`src/rtl/apb_master_pkg.sv`:
```
// apb_master_pkg
//   Shared types for the APB requester: default bus widths, the queued
//   command record and the APB phase state encoding.
package apb_master_pkg;

  localparam int APB_ADDR_W = 16;
  localparam int APB_DATA_W = 32;

  // One queued request. Widths follow the package defaults; the top-level
  // ADDR_W/DATA_W parameters are expected to match them.
  typedef struct packed {
    logic                  write;
    logic [APB_ADDR_W-1:0] addr;
    logic [APB_DATA_W-1:0] wdata;
  } apb_cmd_t;

  typedef enum logic [1:0] {
    ST_IDLE   = 2'd0,
    ST_SETUP  = 2'd1,
    ST_ACCESS = 2'd2
  } apb_state_t;

endpackage

```
`src/rtl/apb_master_cmd_fifo.sv`:
```
// apb_cmd_fifo
//   Synchronous command queue of apb_cmd_t between the request port and the
//   APB state machine.
// Ports
//   clk      clock, all state on rising edge
//   Rst      asynchronous active-low reset, empties the queue
//   push     write wr_cmd (ignored while full, even if pop is also high)
//   wr_cmd   command to enqueue
//   pop      discard the head entry (ignored while empty)
//   rd_cmd   head entry, valid whenever empty is low
//   full     no free entry
//   empty    no stored entry
module apb_cmd_fifo
  import apb_master_pkg::*;
#(
  parameter int DEPTH = 4
) (
  input  logic     clk,
  input  logic     Rst,
  input  logic     push,
  input  apb_cmd_t wr_cmd,
  input  logic     pop,
  output apb_cmd_t rd_cmd,
  output logic     full,
  output logic     empty
);

  localparam int PW = $clog2(DEPTH);

  apb_cmd_t        mem [DEPTH];
  logic [PW:0]     wr_ptr;
  logic [PW:0]     rd_ptr;
  logic            do_push;
  logic            do_pop;

  // Pointers carry one extra wrap bit so full and empty are distinguishable.
  assign full    = (wr_ptr[PW] != rd_ptr[PW]) && (wr_ptr[PW-1:0] == rd_ptr[PW-1:0]);
  assign empty   = (wr_ptr == rd_ptr);
  assign do_push = push && !full;
  assign do_pop  = pop && !empty;
  assign rd_cmd  = mem[rd_ptr[PW-1:0]];

  always_ff @(posedge clk or negedge Rst) begin
    if (!Rst) begin
      wr_ptr <= '0;
      rd_ptr <= '0;
    end else begin
      if (do_push) wr_ptr <= wr_ptr + 1'b1;
      if (do_pop)  rd_ptr <= rd_ptr + 1'b1;
    end
  end

  always_ff @(posedge clk) begin
    if (do_push) mem[wr_ptr[PW-1:0]] <= wr_cmd;
  end

endmodule

```
`src/rtl/apb_master.sv`:
```
// apb_master
//   APB requester: accepts valid/ready read/write commands, queues them and
//   replays them as APB SETUP/ACCESS transfers, returning one response pulse
//   per command. Back-to-back commands keep PSel high (2 cycles per transfer).
// Build option
//   APB_MASTER_PREADY_EN  adds PReady wait states with a TIMEOUT_CYC abort and
//                         the rsp_err flag; undefined = fixed 1-cycle ACCESS.
// Ports
//   clk, Rst                      clock, async active-low reset
//   req_valid/req_ready           command handshake
//   req_write/req_addr/req_wdata  command fields
//   rsp_valid/rsp_write/rsp_rdata one-cycle completion response
//   PAddr/PWData/PWrite/PSel/PEnable/PRData  APB requester interface
//   PReady, rsp_err               only with APB_MASTER_PREADY_EN
//
// state  | meaning
// IDLE   | no transfer on the bus, waiting for a queued command
// SETUP  | PSel high, address/data/direction presented
// ACCESS | PEnable high, completes on this edge (or when PReady is high)
module apb_master
  import apb_master_pkg::*;
#(
  parameter int ADDR_W      = APB_ADDR_W,
  parameter int DATA_W      = APB_DATA_W,
  parameter int FIFO_DEPTH  = 4
`ifdef APB_MASTER_PREADY_EN
  ,parameter int TIMEOUT_CYC = 16
`endif
) (
  input  logic              clk,
  input  logic              Rst,
  input  logic              req_valid,
  output logic              req_ready,
  input  logic              req_write,
  input  logic [ADDR_W-1:0] req_addr,
  input  logic [DATA_W-1:0] req_wdata,
  output logic              rsp_valid,
  output logic              rsp_write,
  output logic [DATA_W-1:0] rsp_rdata,
  output logic [ADDR_W-1:0] PAddr,
  output logic [DATA_W-1:0] PWData,
  output logic              PWrite,
  output logic              PSel,
  output logic              PEnable,
  input  logic [DATA_W-1:0] PRData
`ifdef APB_MASTER_PREADY_EN
  ,input  logic             PReady
  ,output logic             rsp_err
`endif
);

  apb_state_t state;
  apb_cmd_t   push_cmd;
  apb_cmd_t   head_cmd;
  logic       fifo_full;
  logic       fifo_empty;
  logic       push;
  logic       pop;
  logic       ready_en;
  logic       xfer_done;

  // ready_en keeps req_ready low throughout reset and for the rest of the
  // reset-release cycle; it rises on the first clock edge afterwards.
  always_ff @(posedge clk or negedge Rst) begin
    if (!Rst) ready_en <= 1'b0;
    else      ready_en <= 1'b1;
  end

  assign req_ready = ready_en && !fifo_full;
  assign push      = req_valid && req_ready;
  assign push_cmd  = '{write: req_write, addr: req_addr, wdata: req_wdata};

`ifdef APB_MASTER_PREADY_EN
  localparam int CNT_W = $clog2(TIMEOUT_CYC + 1);

  logic [CNT_W-1:0] wait_cnt;
  logic             xfer_abort;

  // Down-counter of remaining ACCESS wait cycles; reaching zero while
  // PReady is still low ends the transfer with an error response.
  always_ff @(posedge clk or negedge Rst) begin
    if (!Rst) begin
      wait_cnt <= '0;
    end else if (state == ST_SETUP) begin
      wait_cnt <= CNT_W'(TIMEOUT_CYC - 1);
    end else if ((state == ST_ACCESS) && !PReady && (wait_cnt != '0)) begin
      wait_cnt <= wait_cnt - 1'b1;
    end
  end

  assign xfer_done  = PReady;
  assign xfer_abort = (state == ST_ACCESS) && !PReady && (wait_cnt == '0);
`else
  assign xfer_done  = 1'b1;
`endif

  // The head command is taken when the bus is free: from IDLE, or at the
  // completion edge of ACCESS so the next SETUP follows without a gap.
  assign pop = !fifo_empty &&
               ((state == ST_IDLE) || ((state == ST_ACCESS) && xfer_done));

  apb_cmd_fifo #(
    .DEPTH (FIFO_DEPTH)
  ) u_fifo (
    .clk    (clk),
    .Rst    (Rst),
    .push   (push),
    .wr_cmd (push_cmd),
    .pop    (pop),
    .rd_cmd (head_cmd),
    .full   (fifo_full),
    .empty  (fifo_empty)
  );

  always_ff @(posedge clk or negedge Rst) begin
    if (!Rst) begin
      state     <= ST_IDLE;
      PAddr     <= '0;
      PWData    <= '0;
      PWrite    <= 1'b0;
      PSel      <= 1'b0;
      PEnable   <= 1'b0;
      rsp_valid <= 1'b0;
      rsp_write <= 1'b0;
      rsp_rdata <= '0;
`ifdef APB_MASTER_PREADY_EN
      rsp_err   <= 1'b0;
`endif
    end else begin
      rsp_valid <= 1'b0;
      case (state)
        ST_IDLE: begin
          if (pop) begin
            PAddr  <= head_cmd.addr;
            PWData <= head_cmd.wdata;
            PWrite <= head_cmd.write;
            PSel   <= 1'b1;
            state  <= ST_SETUP;
          end
        end
        ST_SETUP: begin
          PEnable <= 1'b1;
          state   <= ST_ACCESS;
        end
        ST_ACCESS: begin
          if (xfer_done) begin
            PEnable   <= 1'b0;
            rsp_valid <= 1'b1;
            rsp_write <= PWrite;
            rsp_rdata <= PWrite ? '0 : PRData;
`ifdef APB_MASTER_PREADY_EN
            rsp_err   <= 1'b0;
`endif
            if (pop) begin
              PAddr  <= head_cmd.addr;
              PWData <= head_cmd.wdata;
              PWrite <= head_cmd.write;
              state  <= ST_SETUP;
            end else begin
              PSel  <= 1'b0;
              state <= ST_IDLE;
            end
          end
`ifdef APB_MASTER_PREADY_EN
          else if (xfer_abort) begin
            PSel      <= 1'b0;
            PEnable   <= 1'b0;
            rsp_valid <= 1'b1;
            rsp_write <= PWrite;
            rsp_rdata <= '0;
            rsp_err   <= 1'b1;
            state     <= ST_IDLE;
          end
`endif
        end
        default: state <= ST_IDLE;
      endcase
    end
  end

endmodule
```
`config.mk`:
```
export PLATFORM = sky130hd
export DESIGN_NAME = apb_master
export DESIGN_NICKNAME = d
export VERILOG_FILES = /design/src/rtl/apb_master_pkg.sv /design/src/rtl/apb_master_cmd_fifo.sv /design/src/rtl/apb_master.sv
export SDC_FILE = /design/constraint.sdc
export NUM_CORES = 1
export LEC_CHECK = 0
export CORE_MARGIN = 2
export CORE_UTILIZATION = 39
export CTS_BUF_LIST = sky130_fd_sc_hd__clkbuf_8
export DETAILED_ROUTE_END_ITERATION = 10
export DONT_BUFFER_PORTS = 1
export PLACE_DENSITY = 0.63
export SYNTH_ARGS = -nofsm -noshare
export SYNTH_HDL_FRONTEND = slang
export SYNTH_HIERARCHICAL = 1
export SYNTH_SLANG_ARGS = --single-unit
```
`constraint.sdc`:
```
create_clock -name clk -period 3 [get_ports clk]
set_input_delay 0.45 -clock clk [delete_from_list [all_inputs] [get_ports clk]]
set_output_delay 0.45 -clock clk [all_outputs]
set_load 0.1 [all_outputs]
```
==> metrics.cfg <==
[outcome]
outcome = finished, final reports clean

[die]
core_area_mm2 = 0.0277
die_y_um = 172
die-area_mm2 = 0.0295
die-width_um = 172
io_pins = 170
rows = 61
initial_utilization = 0.396

[routing]
final_antenna_net_count = 0
drt-total-wl_mm = 21.7
drtIter0Drc = 270
route.detailed.drc = 0
first_pass_iters = 4
vias = 5469
wire_per_inst_um = 19.7
via_per_inst = 4.96

[cts]
clock_latency_ns = 0.58
clk_pin_slew_ns = 0.06
h-tree-depth = 2
cts-root-buf = clkbuf_8
cts_tree = yes
clock_sinks = 290
cts_max_path_buffers = 3
cts_buffers = 47

[grt]
met1_usage = 0.173
antenna_found_initial = 0
grt.busiest_layer = met2
grt_max_degree = 95
globalRouteOverflowTotal = 0
grt_pass1_wl_mm = 32.2
grt_pass1_vias = 5777
grt_usage = 0.145
grt_use_met3 = 0.0465
grtUsageMet2 = 0.245

[synthesis]
ys_ff_latch = 290
synth_edf_count = 196
netlist_area_mm2 = 0.0110
synth_ff_type = edfxtp_1
ys_warn_count = 6
synth_nets = 666
synth.avg_cell_area_um2 = 19.1
synthArstFlopShare = 0.324
yosysUniqueCellTypes = 32
netlist_instances = 573
ys_seq_area_frac = 0.751

[finish]
fillers = 2220
final_common_cell = edfxtp_1
multiInputGateArea_mm2 = 0.00249
nets = 778
final_cell_mix = 196 x edfxtp_1, 90 x dfrtp_1, 67 x dlygate4sd3_1
area_delta_synth_final_pct = 21.0
register_area_mm2 = 0.00825
drive_gt1_frac = 0.289
antennaDiodeCount = 0

[sta]
setup_violations = 0
worstMarginPinSlew_ns = 1.08
setup_tns_ns = 0
fin_crit_ns = 2.46
whs_ns = 0.0391
fmax_ghz = 0.406
hold_viol_final = 0
grt_setup_unrepaired = no
relSlewSlack = 0.278
fin_crit_sh = 0.821
clock_skew_ns = 0.0370
slew_violations = 0

[worst_setup_path]
critPathLaunch = u_fifo/rd_ptr[0]$_DFFE_PN0P_
crit_required_ns = 3.43
arrival_ns = 2.89
worstSetupStartpointType = flip-flop
crit_type = flip-flop to flip-flop
worstPathMaxFanout = 23
rr_startpoint = u_fifo/rd_ptr[0]$_DFFE_PN0P_
cp-end-kind = flip-flop

[worst_hold_path]
min-delay-start = PRData[18]
hp-class = primary input to flip-flop

[place]
portBuffers = 0
gp_congestion = 0.798
post-dp-hpwl_mm = 12.8

[job]
maxCapViolations = 0

## registers in the layout (all words and copies together), names as in the netlist, 2 cells and up
| register | count |
|---|---|
| u_fifo/mem | 196 |
| PWData | 32 |
| rsp_rdata | 32 |
| PAddr | 16 |
| u_fifo/rd_ptr | 3 |
| u_fifo/wr_ptr | 3 |
| state | 2 |
## path summary, 6_finish.rpt
path / depth (start not counted) / end / slack, ns
max: 6 / PWData[27]$_DFFE_PN0P_ / 0.54
min: 2 / rsp_rdata[18]$_DFFE_PN0P_ / 0.04
max reg2reg: 6 / PWData[27]$_DFFE_PN0P_ / 0.54
min reg2reg: 1 / rsp_rdata[30]$_DFFE_PN0P_ / 0.58
max in group asynchronous: 2 / u_fifo/wr_ptr[1]$_DFFE_PN0P_ / 2.10
min in group asynchronous: 2 / PAddr[1]$_DFFE_PN0P_ / 0.52
## per-stage QoR
| step | setup slack (ns) | std cells | utilization | instance area [um2] |
|---|---|---|---|---|
| after floorplan | -0.00116 | 573 | - | 11000 |
| after global placement | 0.561 | 946 | 0.418 | 11600 |
| after detailed placement | 0.537 | 946 | 0.418 | 11600 |
| after CTS | 0.519 | 1102 | 0.479 | 13300 |
| after global routing | 0.366 | 1102 | 0.479 | 13300 |
| final | 0.538 | 1102 | 0.479 | 13300 |
## final cells by class
| type | instances | share of cell area |
|---|---|---|
| timing repair buffer | 87 | 0.0681 |
| clock inverter | 32 | 0.0173 |
| multi-input combinational | 218 | 0.188 |
| clock buffer | 56 | 0.0581 |
| tap | 378 | 0.0357 |
| inverter | 41 | 0.0116 |
| sequential | 290 | 0.622 |
## synth_stat cells (2+ instances only)
| master | n | area share |
|---|---|---|
| xor2_1 | 2 | 0.0016 |
| nand2_1 | 37 | 0.013 |
| inv_1 | 41 | 0.014 |
| clkbuf_1 | 3 | 0.0010 |
| o22ai_1 | 2 | 0.0011 |
| ha_1 | 9 | 0.010 |
| mux4_2 | 49 | 0.10 |
| buf_4 | 10 | 0.0068 |
| nor2b_1 | 2 | 0.0011 |
| a21oi_1 | 5 | 0.0023 |
| edfxtp_1 | 196 | 0.54 |
| o31ai_2 | 4 | 0.0046 |
| nor3_1 | 2 | 0.00091 |
| nand2b_1 | 2 | 0.0011 |
| and3_1 | 3 | 0.0017 |
| mux2_2 | 46 | 0.047 |
| mux2_1 | 4 | 0.0041 |
| a211oi_2 | 2 | 0.0023 |
| xor2_2 | 2 | 0.0030 |
| buf_2 | 11 | 0.0050 |
| dfrtp_1 | 94 | 0.21 |
| o21ai_0 | 34 | 0.016 |
| xnor2_1 | 4 | 0.0032 |
## cells by family (layout without fill, tap and decap cells)
group	count (synthesis)	count (layout)	synth area share
AND/OR/NAND/NOR	48	48	0.0191
other	1	1	0.000342
flip-flops	290	290	0.751
adder cells (fa/ha/maj)	9	9	0.0103
AO/OA/AOI/OAI	51	51	0.0298
XOR/XNOR	9	9	0.00924
buffers and inverters	65	216	0.0269
multiplexers	100	100	0.153
## layer usage
| metal | wire length, um | part of all wire |
|---|---|---|
| met4 | 594 | 0.027 |
| met2 | 10600 | 0.49 |
| met5 | 0 | 0 |
| met3 | 1730 | 0.080 |
| met1 | 8790 | 0.40 |
## timing repair
item	in CTS	in global routing
endpoints found under the hold margin	307	0
hold buffers	68	0
gates resized for setup	0	0
setup buffers	0	0
## worst max-delay path: stages (launching register included)
cell and delay [ns]:
dfrtp_4 0.52, xor2_2 0.24, nor3_1 0.31, inv_1 0.15, o21ai_4 0.38, buf_4 0.37, mux2_2 0.35
Power is left out: the tool's default activity adds up to more than one toggle a clock period on the data nets, which glitch-free logic cannot reach.
